<file path="src/rtl/siphash_pkg.sv">
// Shared SipHash definitions: packer state encoding, word geometry and IV constants.
package siphash_pkg;

  localparam int unsigned SIPHASH_WORD_W       = 64;
  localparam int unsigned SIPHASH_LEN_BYTE_LSB = 56;

  localparam logic [SIPHASH_WORD_W-1:0] SIPHASH_IV0 = 64'h736f_6d65_7073_6575;
  localparam logic [SIPHASH_WORD_W-1:0] SIPHASH_IV1 = 64'h646f_7261_6e64_6f6d;
  localparam logic [SIPHASH_WORD_W-1:0] SIPHASH_IV2 = 64'h6c79_6765_6e65_7261;
  localparam logic [SIPHASH_WORD_W-1:0] SIPHASH_IV3 = 64'h7465_6462_7974_6573;

  typedef enum logic [1:0] {
    IDLE  = 2'd0,
    ACCUM = 2'd1,
    EMIT  = 2'd2
  } packer_state_e;

endpackage

</file>
<file path="src/rtl/siphash_msg_packer.sv">
// Packs a byte stream into 64-bit little-endian SipHash message words and
// appends the length-tagged final block.
module siphash_msg_packer
  import siphash_pkg::*;
#(
  parameter int unsigned LEN_W = 32
) (
  input  logic                      clk,
  input  logic                      rst_n,
  input  logic                      start,
  input  logic                      in_valid,
  output logic                      in_ready,
  input  logic [7:0]                in_data,
  input  logic                      in_last,
  input  logic                      in_empty,
  output logic                      out_valid,
  input  logic                      out_ready,
  output logic [SIPHASH_WORD_W-1:0] out_word,
  output logic                      out_final,
  output logic                      busy,
  output logic [LEN_W-1:0]          msg_len
);

  packer_state_e             state_q, state_d;
  logic [2:0]                k_q, k_d;
  logic [SIPHASH_WORD_W-1:0] word_q, word_d;
  logic [LEN_W-1:0]          len_q, len_d;
  logic                      pad_q, pad_d;
  logic                      in_ready_q, in_ready_d;
  logic                      out_valid_q, out_valid_d;
  logic                      out_final_q, out_final_d;
  logic                      busy_q, busy_d;
  logic                      beat_hs, byte_hs, out_hs;

  assign beat_hs = in_valid & in_ready_q;
  assign byte_hs = beat_hs & ~(in_last & in_empty);
  assign out_hs  = out_valid_q & out_ready;

  // Next-state logic; start has priority over every handshake.
  always_comb begin
    state_d     = state_q;
    k_d         = k_q;
    word_d      = word_q;
    len_d       = len_q;
    pad_d       = pad_q;
    out_final_d = out_final_q;
    busy_d      = busy_q;
    if (start) begin
      state_d     = ACCUM;
      k_d         = 3'd0;
      word_d      = '0;
      len_d       = '0;
      pad_d       = 1'b0;
      out_final_d = 1'b0;
      busy_d      = 1'b1;
    end else begin
      case (state_q)
        ACCUM: begin
          if (byte_hs) begin
            word_d[{k_q, 3'b000} +: 8] = in_data;
            k_d   = k_q + 3'd1;
            len_d = len_q + LEN_W'(1);
          end
          // A full block on the last beat still needs a separate pad block.
          if (beat_hs && in_last) begin
            state_d = EMIT;
            if (byte_hs && k_q == 3'd7) begin
              pad_d       = 1'b1;
              out_final_d = 1'b0;
            end else begin
              word_d[SIPHASH_LEN_BYTE_LSB +: 8] = len_d[7:0];
              out_final_d = 1'b1;
            end
          end else if (byte_hs && k_q == 3'd7) begin
            state_d     = EMIT;
            out_final_d = 1'b0;
          end
        end
        EMIT: begin
          if (out_hs) begin
            if (pad_q) begin
              word_d = '0;
              word_d[SIPHASH_LEN_BYTE_LSB +: 8] = len_q[7:0];
              out_final_d = 1'b1;
              pad_d       = 1'b0;
            end else if (out_final_q) begin
              state_d     = IDLE;
              word_d      = '0;
              out_final_d = 1'b0;
              busy_d      = 1'b0;
            end else begin
              state_d = ACCUM;
              k_d     = 3'd0;
              word_d  = '0;
            end
          end
        end
        default: ;
      endcase
    end
    in_ready_d  = (state_d == ACCUM);
    out_valid_d = (state_d == EMIT);
  end

  always_ff @(posedge clk) begin
    if (!rst_n) begin
      state_q     <= IDLE;
      k_q         <= 3'd0;
      word_q      <= '0;
      len_q       <= '0;
      pad_q       <= 1'b0;
      in_ready_q  <= 1'b0;
      out_valid_q <= 1'b0;
      out_final_q <= 1'b0;
      busy_q      <= 1'b0;
    end else begin
      state_q     <= state_d;
      k_q         <= k_d;
      word_q      <= word_d;
      len_q       <= len_d;
      pad_q       <= pad_d;
      in_ready_q  <= in_ready_d;
      out_valid_q <= out_valid_d;
      out_final_q <= out_final_d;
      busy_q      <= busy_d;
    end
  end

  assign in_ready  = in_ready_q;
  assign out_valid = out_valid_q;
  assign out_word  = word_q;
  assign out_final = out_final_q;
  assign busy      = busy_q;
  assign msg_len   = len_q;

endmodule

</file>
<file path="config.mk">
export PLATFORM = sky130hd
export DESIGN_NAME = siphash_msg_packer
export DESIGN_NICKNAME = d
export VERILOG_FILES = /design/src/rtl/siphash_pkg.sv /design/src/rtl/siphash_msg_packer.sv
export SDC_FILE = /design/constraint.sdc
export NUM_CORES = 1
export LEC_CHECK = 0
export CAP_MARGIN = 20
export CORE_MARGIN = 4
export CORE_UTILIZATION = 50
export CTS_CLUSTER_DIAMETER = 120
export DETAILED_ROUTE_END_ITERATION = 8
export GPL_TIMING_DRIVEN = 1
export PLACE_DENSITY_LB_ADDON = 0.12
export SLEW_MARGIN = 25
export SYNTH_ARGS = -nofsm -noshare
export SYNTH_HDL_FRONTEND = slang
export SYNTH_SLANG_ARGS = --single-unit
export TNS_END_PERCENT = 10
</file>
<file path="constraint.sdc">
create_clock -name clk -period 3.8 [get_ports clk]
set_input_delay 0.76 -clock clk [delete_from_list [all_inputs] [get_ports clk]]
set_output_delay 0.76 -clock clk [all_outputs]
set_load 0.05 [all_outputs]
</file>
==> results.json <==
{
  "core_region_area_um2": 9330,
  "vdd_drop_max_uv": 200,
  "final-hold-violation-count": 0,
  "yosysMostFrequentCell": "dfxtp_1",
  "vias_per_cell": 5.87,
  "start_util": 0.519,
  "synth_common_cells": "dfxtp_1 (106), nor2_1 (59), nand2_1 (40)",
  "clockRootBuffer": "clkbuf_8",
  "drv_slew": 0,
  "postCtsHoldBufs": 0,
  "path_clk_slew_ns": 0.10,
  "grt_pass1_wl_um": 22400,
  "worst_pin_slew_ns": 0.820,
  "setup_viol": 0,
  "synth_top_family_by_area": "simple AND/OR/NAND/NOR gates",
  "io_buffers": 114,
  "rsz0062_at_grt": "false",
  "cp_max_fo": 11,
  "ys_types": 67,
  "synthAdderAreaFrac": 0.0207,
  "routedWlPerCell_um": 17.7,
  "ys_ff_latch": 106,
  "die_area_um2": 11300,
  "post_cts_buffers": 0,
  "synth_compound_area_frac": 0.211,
  "yosys.area_share.xor_xnor": 0.0434,
  "drtIter0Drc": 344,
  "yosys_warnings": 0,
  "route.met2.wl_um": 6450,
  "reg2reg_depth": 8,
  "synthesis.nets": 559,
  "hold_depth": 1,
  "cts_buffers": 9,
  "rr_endpoint": "out_word[58]",
  "muxShareOfSynthArea": 0.0106,
  "top_layer_used": "met4",
  "synth_area_um2": 4840,
  "ys_async_sr_fraction": 0,
  "finalWirelength_um": 13600,
  "insertion_delay_ns": 0.37,
  "slew_headroom": 0.451,
  "critPathArrivalTime_ns": 3.09,
  "dp_hpwl_um": 10000,
  "cts_resized": 0,
  "final_nets": 662,
  "ios": 115,
  "grt_max_degree": 62,
  "crit_required_ns": 4.11,
  "antenna_left": 0,
  "netlist_instances": 536,
  "synth_area_leaders": "dfxtp_1 (44%), nor2_1 (4.6%), a22o_1 (4.3%), xnor2_1 (4.0%), nand2_1 (3.1%)",
  "cts_tree": "built",
  "synth_top_area_share": 0.438,
  "dr.pass1.iters": 5,
  "syn2layout_area_growth_pct": 29.1,
  "holdPathEnd": "out_word[14]",
  "syn_avg_cell_area_um2": 9.03,
  "hold_path.class": "flop to flop",
  "final.fill_count": 793,
  "layout_min_cycle_time_ns": 2.78,
  "skew_ns": 0.0109,
  "drcViolationCount": 0,
  "fp.dieW_um": 106,
  "reg2reg_slack_ns": 1.12,
  "critPathLaunchType": "input pin",
  "grt_overflow": 0,
  "drt-met1-wl_um": 6040,
  "vias": 4538,
  "endpoint_kind": "flop",
  "gp_congestion": 0.901,
  "grt_pass1_vias": 4356,
  "period_share": 0.732,
  "track_usage": 0.244,
  "p_leak_nw": 2.04,
  "hp-start": "out_word[14]",
  "yosysSeqAreaShare": 0.438,
  "stdcell_count": 773,
  "drive_gt1_frac": 0.0652,
  "synth.largest_area_cell": "dfxtp_1",
  "numPlacedInstances": 757,
  "std_cell_rows": 35,
  "max_freq_mhz": 360,
  "status": "complete, no violations",
  "synth-simple-area-share": 0.236,
  "p_per_area_nw_per_um2": 313,
  "clock_sinks": 106,
  "die_y_um": 106,
  "setup_tns_ns": 0,
  "antenna_cells": 0,
  "crit_type": "input pin to flop",
  "cap_viol_max_count": 0,
  "synth-main-ff-cell": "dfxtp_1",
  "h-tree-depth": 3,
  "clk_path_buf_depth": 2,
  "antenna_found_initial": 0,
  "synth_edf_count": 0,
  "route.met3.wl_um": 1010,
  "r2r_start": "k_q[1]"
}
## layer usage
metal | track usage | up-vias
li1 | - | 2176
met3 | 0.0455 | 17
met4 | 0.0564 | 0
met1 | 0.334 | 2159
met2 | 0.398 | 186
met5 | 0 | -
## power by group
| part | switching (mW) | total, mW | internal, mW |
|---|---|---|---|
| Combinational | 0.111 | 0.164 | 0.0531 |
| Sequential | 0.00678 | 1.12 | 1.12 |
| Clock | 0.416 | 0.671 | 0.254 |
## cell usage in the layout, fill, tap and decap left out, types with 5 or more instances in the layout
master             n
a21o_1             6
or2_0              5
a21oi_1           26
a22oi_1           14
nor2_1            59
clkbuf_8           9
xnor2_1           22
and3_1             6
nor3_1            14
nand4_1            8
a22o_1            24
nand3_1           21
nand2_1           40
clkdlybuf4s50_1  114
nor4_2             9
or3_1              7
a31oi_1            5
dfxtp_1          106
o2bb2ai_1         16
buf_4              7
a32oi_1            5
ha_1               8
inv_1             15
o21ai_0           16
o211ai_1           5
## through the flow
stage / power, mW / hold slack (ns) / utilization / instance area, µm² / worst slack (ns)
finish: 1.96 / 0.478 / 0.670 / 6250 / 1.02
global route: 2.03 / 0.492 / 0.670 / 6250 / 0.766
CTS: 1.97 / 0.478 / 0.670 / 6250 / 1.08
detailed placement: 1.31 / 0.451 / 0.650 / 6060 / 0.701
global placement: 1.31 / 0.447 / 0.650 / 6060 / 0.734
floorplan: 1.24 / 0.520 / - / 4840 / 1.12
## flip-flops by register name (all words and copies together), names as in the netlist
register,flops
out_word,64
msg_len,32
k_q,3
state_q,2
busy,1
in_ready,1
out_final,1
out_valid,1
pad_q,1
## logic make-up after synthesis
| family | count (synthesis) |
|---|---|
| mux | 5 |
| fa+ha+maj | 8 |
| flops | 106 |
| compound gates | 142 |
| simple gates | 207 |
| xor+xnor | 24 |
| buf+inv | 44 |
## critical path: stages
cell and delay, ns:
clkdlybuf4s50_1 0.53, nand2_1 0.33, nand2_1 0.25, nor4_1 0.53, and4b_1 0.49, a22o_1 0.20
## how the worst max path moves through the flow
stage,from,endpoint,cells after the start
after floorplan,k_q[0],out_word[62],10
after global placement,in_last,msg_len[31],7
after detailed placement,in_last,msg_len[31],7
after CTS,in_last,out_word[49],6
after global routing,in_last,out_word[13],6
final,in_last,out_word[49],6
## cell type report
class                      count  area, µm²  area share
multi-input combinational    386       2530       0.405
sequential                   106       2120       0.340
timing repair buffer         121       1190       0.191
tap                          129        161      0.0258
clock buffer                  10        128      0.0204
clock inverter                 6       58.8     0.00941
inverter                      15       56.3     0.00901
(Power assumes the default switching activity.)
==> variant 1: new RTL, same flow settings <==
Set the package constant `SIPHASH_LEN_BYTE_LSB` to 28 (it was 56).
--- a/src/rtl/siphash_pkg.sv
+++ b/src/rtl/siphash_pkg.sv
@@ -2,7 +2,7 @@
 package siphash_pkg;
 
   localparam int unsigned SIPHASH_WORD_W       = 64;
-  localparam int unsigned SIPHASH_LEN_BYTE_LSB = 56;
+  localparam int unsigned SIPHASH_LEN_BYTE_LSB = 28;
 
   localparam logic [SIPHASH_WORD_W-1:0] SIPHASH_IV0 = 64'h736f_6d65_7073_6575;
   localparam logic [SIPHASH_WORD_W-1:0] SIPHASH_IV1 = 64'h646f_7261_6e64_6f6d;
Formal check against the unedited RTL: not equivalent (Yosys sat finds a counterexample within 4 cycles, from zero or initial values and one cycle with rst_n low).
==> variant 1 against the unedited design <==
Synthesized area increased by 2.4%; count of clock-buffer cells in the layout decreased by 1; critical path type is now flip-flop to flip-flop; setup slack got worse by 0.055 ns; largest power group unchanged; worst hold slack improved by 0.0090 ns; design area increased by 2.3%; sequential cell count unchanged; wire length increased by 3.7%; clock power about the same; total power decreased by 0.33%.
==> variant 1: results (changes against the unedited design) <==
metric,value,unit,change
first-pass GRT wire length,23.13,mm,+3.0%
"Avg Cell Area, Syn",8.606,sq um,-4.7%
Hold Crit Start,msg_len[31]$_SDFFE_PP0P_,,
critical path's top delay family,simple AND/OR/NAND/NOR gates,,
Final Critical Period,2.835,ns,+0.05514 ns
post-route met1 wirelength,6.396,mm,+5.9%
Syn Nets,598,,+7.0%
pre-CTS setup slack,0.6612,ns,-0.03936 ns
CP Max Fanout,9,,-2
crit path to,out_word[31]$_SDFFE_PP0P_,,
Total GRT Usage,24.80,%,+0.45 points
async set-reset flop share out of synthesis,0,%,unchanged
initial drt markers,255,,-26%
outcome,"complete, no violations",,
Worst Setup Start Kind,flip-flop,,
Min-Delay Path Depth,2,,+1
vias post-DR,4769,,+5.1%
Static Leak,2.071,nW,+1.3%
Post-DP Area,6206,sq um,+2.4%
vias in the first global route,4540,,+4.2%
clk buf depth,2,,unchanged
met3 routed WL,777,um,-23%
share of cells above drive strength 1,7.760,%,+1.2 points
"Endpoint, Worst Hold",msg_len[31]$_SDFFE_PP0P_,,
largest net degree at the start of global routing,76,,+23%
GRT met1 Usage,34.09,%,+0.69 points
slew margin rel.,46.42,%,+1.3 points
reg2reg setup slack,0.96,ns,-0.16 ns
sequential element share of the synthesized area,42.81,%,-1.0 points
crit path DAT,3.10,ns,about the same
fin nets,700,,+5.7%
GR Util met2,40.32,%,+0.55 points
top post-synthesis cells by area,"dfxtp_1 (43%), nor2_1 (5.8%), o21ai_0 (3.9%)",,
HPWL after DPL,10.29,mm,+2.8%
Logic pwr share,8.1,%,-0.3 points
WL/cell,17.34,um,-1.8%
Worst path max stage delay,0.58,ns,+0.05 ns
slowest cell on the critical path,nor3_1,,
maximum VDD drop,173.0,uV,-14%
Reg power frac,57.4,%,about the same
Layout Skew,0.01479,ns,+0.003911 ns
post-CTS sizing,0,,unchanged
dpl cells,800,,+5.7%
max reg flops,64,,unchanged
synth unique cells,57,,-15%
RePlAce Congestion,0.9088,,+0.88%
Sw Share,27.34,%,+0.068 points
Fillers,865,,+9.1%
Root Buffer,clkbuf_8,,
Critical Path Source,k_q[0]$_SDFFE_PP0P_,,
routing usage on met3,4.019,%,-0.53 points
routed wl met2,6.688,mm,+3.7%
multi-input logic area,2641,sq um,+4.5%
Post-synth top cells,"dfxtp_1 (106), nor2_1 (76), o21ai_0 (39)",,
vias per cell,5.844,,-0.45%
variant 1: cell type report:
class | count | share of cell area [%]
inverter | 16 | 0.9397
tap | 133 | 2.604
clock inverter | 7 | 0.9593
timing repair buffer | 124 | 19.03
clock buffer | 9 | 1.938
multi-input combinational | 421 | 41.33
sequential | 106 | 33.20
variant 1: kinds of logic after synthesis:
| logic type | Yosys count | synth area share, % |
|---|---|---|
| adder cells (fa/ha/maj) | 7 | 1.767 |
| XOR/XNOR | 21 | 3.710 |
| multiplexers | 22 | 4.871 |
| buffers and inverters | 49 | 3.963 |
| AO/OA/AOI/OAI | 143 | 19.26 |
| AND/OR/NAND/NOR | 228 | 23.62 |
| flip-flops | 106 | 42.81 |
variant 1: per-stage QoR:
| stage | power (mW) | hold WS, ns |
|---|---|---|
| floorplan | 1.239 | 0.5150 |
| CTS | 1.965 | 0.4902 |
| finish | 1.952 | 0.4875 |
| detailed placement | 1.302 | 0.4667 |
| global placement | 1.300 | 0.4650 |
| global route | 2.027 | 0.5086 |
==> variant 2: new RTL, same flow settings <==
Without the edit above. Take the reset off `word_q` and load it in a clocked block of its own.
--- a/src/rtl/siphash_msg_packer.sv
+++ b/src/rtl/siphash_msg_packer.sv
@@ -106,7 +106,6 @@
     if (!rst_n) begin
       state_q     <= IDLE;
       k_q         <= 3'd0;
-      word_q      <= '0;
       len_q       <= '0;
       pad_q       <= 1'b0;
       in_ready_q  <= 1'b0;
@@ -116,7 +115,6 @@
     end else begin
       state_q     <= state_d;
       k_q         <= k_d;
-      word_q      <= word_d;
       len_q       <= len_d;
       pad_q       <= pad_d;
       in_ready_q  <= in_ready_d;
@@ -124,6 +122,10 @@
       out_final_q <= out_final_d;
       busy_q      <= busy_d;
     end
+  end
+
+  always_ff @(posedge clk) begin
+    word_q <= word_d;
   end
 
   assign in_ready  = in_ready_q;
Check against the original RTL: differs if rst_n is asserted again (counterexample within 4 cycles, from zero or initial values and one cycle with rst_n low); with rst_n held inactive, the same outputs for 4 cycles.
==> variant 2 against the unedited design <==
Setup slack better by 0.021 ns; wire length shrank 0.26%; design area decreased by 0.70%; total power rose by 0.79%; synthesized area grew 0.47%; sequential cell count did not move; synthesized cell count rose by 4.9%; die area is 0.42% higher; highest routed layer unchanged.
==> variant 2: results (changes against the unedited design) <==
metric,value,unit,change
crit path DAT,3.02,ns,-0.07 ns
Static Leak,2.061,nW,+0.89%
share of cells above drive strength 1,5.175,%,-1.3 points
critical path's top delay family,simple AND/OR/NAND/NOR gates,,
Layout Skew,0.01635,ns,+0.005476 ns
initial drt markers,349,,+1.5%
first-pass GRT wire length,21.76,mm,-3.1%
Post-DP Area,6022,sq um,-0.64%
Fillers,838,,+5.7%
reg2reg setup slack,1.04,ns,-0.08 ns
outcome,"complete, no violations",,
Worst path max stage delay,0.60,ns,+0.07 ns
RePlAce Congestion,0.8560,,-5.0%
CP Max Fanout,13,,+2
Max Clock Freq,0.3625,GHz,+0.77%
pre-CTS setup slack,0.7468,ns,+0.04626 ns
final hold slack,0.4906,ns,+0.01213 ns
synth unique cells,61,,-9.0%
vias in the first global route,4323,,-0.76%
largest net degree at the start of global routing,42,,-32%
fin nets,675,,+2.0%
routed wire length,13.61,mm,-0.26%
vias post-DR,4645,,+2.4%
HPWL after DPL,9.627,mm,-3.9%
Total GRT Usage,23.41,%,-0.94 points
slowest cell on the critical path,or4b_1,,
top post-synthesis cells by area,"dfxtp_1 (44%), nor2_1 (5.3%), a32oi_1 (3.6%)",,
slew margin rel.,52.75,%,+7.7 points
sequential element share of the synthesized area,43.64,%,-0.20 points
Post-synth top cells,"dfxtp_1 (106), nor2_1 (69), o21ai_0 (32)",,
Syn Nets,585,,+4.7%
antenna cells,0,,unchanged
variant 2: cells by family after synthesis:
group	Yosys count	share of synthesized area, %
AOI/OAI and AO/OA	154	21.51
xor gates and xnor gates	17	3.062
adders and majority gates	8	2.059
buffers and inverters	57	5.095
DFF	106	43.64
muxes	6	1.287
and+or+nand+nor	214	23.34
variant 2: worst paths after layout:
path	start	endpoint	depth (start not counted)
setup / recovery	k_q[1]$_SDFFE_PP0P_	out_word[56]$_SDFFE_PP0P_	9
hold / removal	out_word[18]$_SDFFE_PP0P_	out_word[18]$_SDFFE_PP0P_	1
setup reg to reg	k_q[1]$_SDFFE_PP0P_	out_word[56]$_SDFFE_PP0P_	9
hold reg to reg	out_word[18]$_SDFFE_PP0P_	out_word[18]$_SDFFE_PP0P_	1
variant 2: cell type report:
cell class | count | area [sq um] | area share, %
multi-input cells | 399 | 2492 | 40.18
clock buffers | 11 | 131.4 | 2.118
inverters | 16 | 60.06 | 0.9681
clock inverters | 5 | 50.05 | 0.8068
repair buffers | 120 | 1186 | 19.12
flip-flops and latches | 106 | 2122 | 34.21
well taps | 129 | 161.4 | 2.602
variant 2: per-stage QoR:
| stage | cells | utilization (%) |
|---|---|---|
| after floorplan | 562 | - |
| after global placement | 770 | 64.26 |
| after detailed placement | 770 | 64.26 |
| after CTS | 786 | 66.19 |
| after global routing | 786 | 66.19 |
| final | 786 | 66.19 |
variant 2: report_power, final:
part | switching [mW] | internal (mW) | total [mW]
combinational | 0.129 | 0.0587 | 0.187
clock | 0.406 | 0.250 | 0.656
sequential | 0.00965 | 1.12 | 1.13
variant 2: layer usage:
layer	GRT usage, %	vias to the layer above	wire length, um	share of wire (%)
li1	-	2236	-	-
met4	8.037	0	225	1.7
met3	4.455	21	709	5.2
met2	35.70	151	6162	45
met1	33.22	2237	6516	48
met5	0	-	0	0
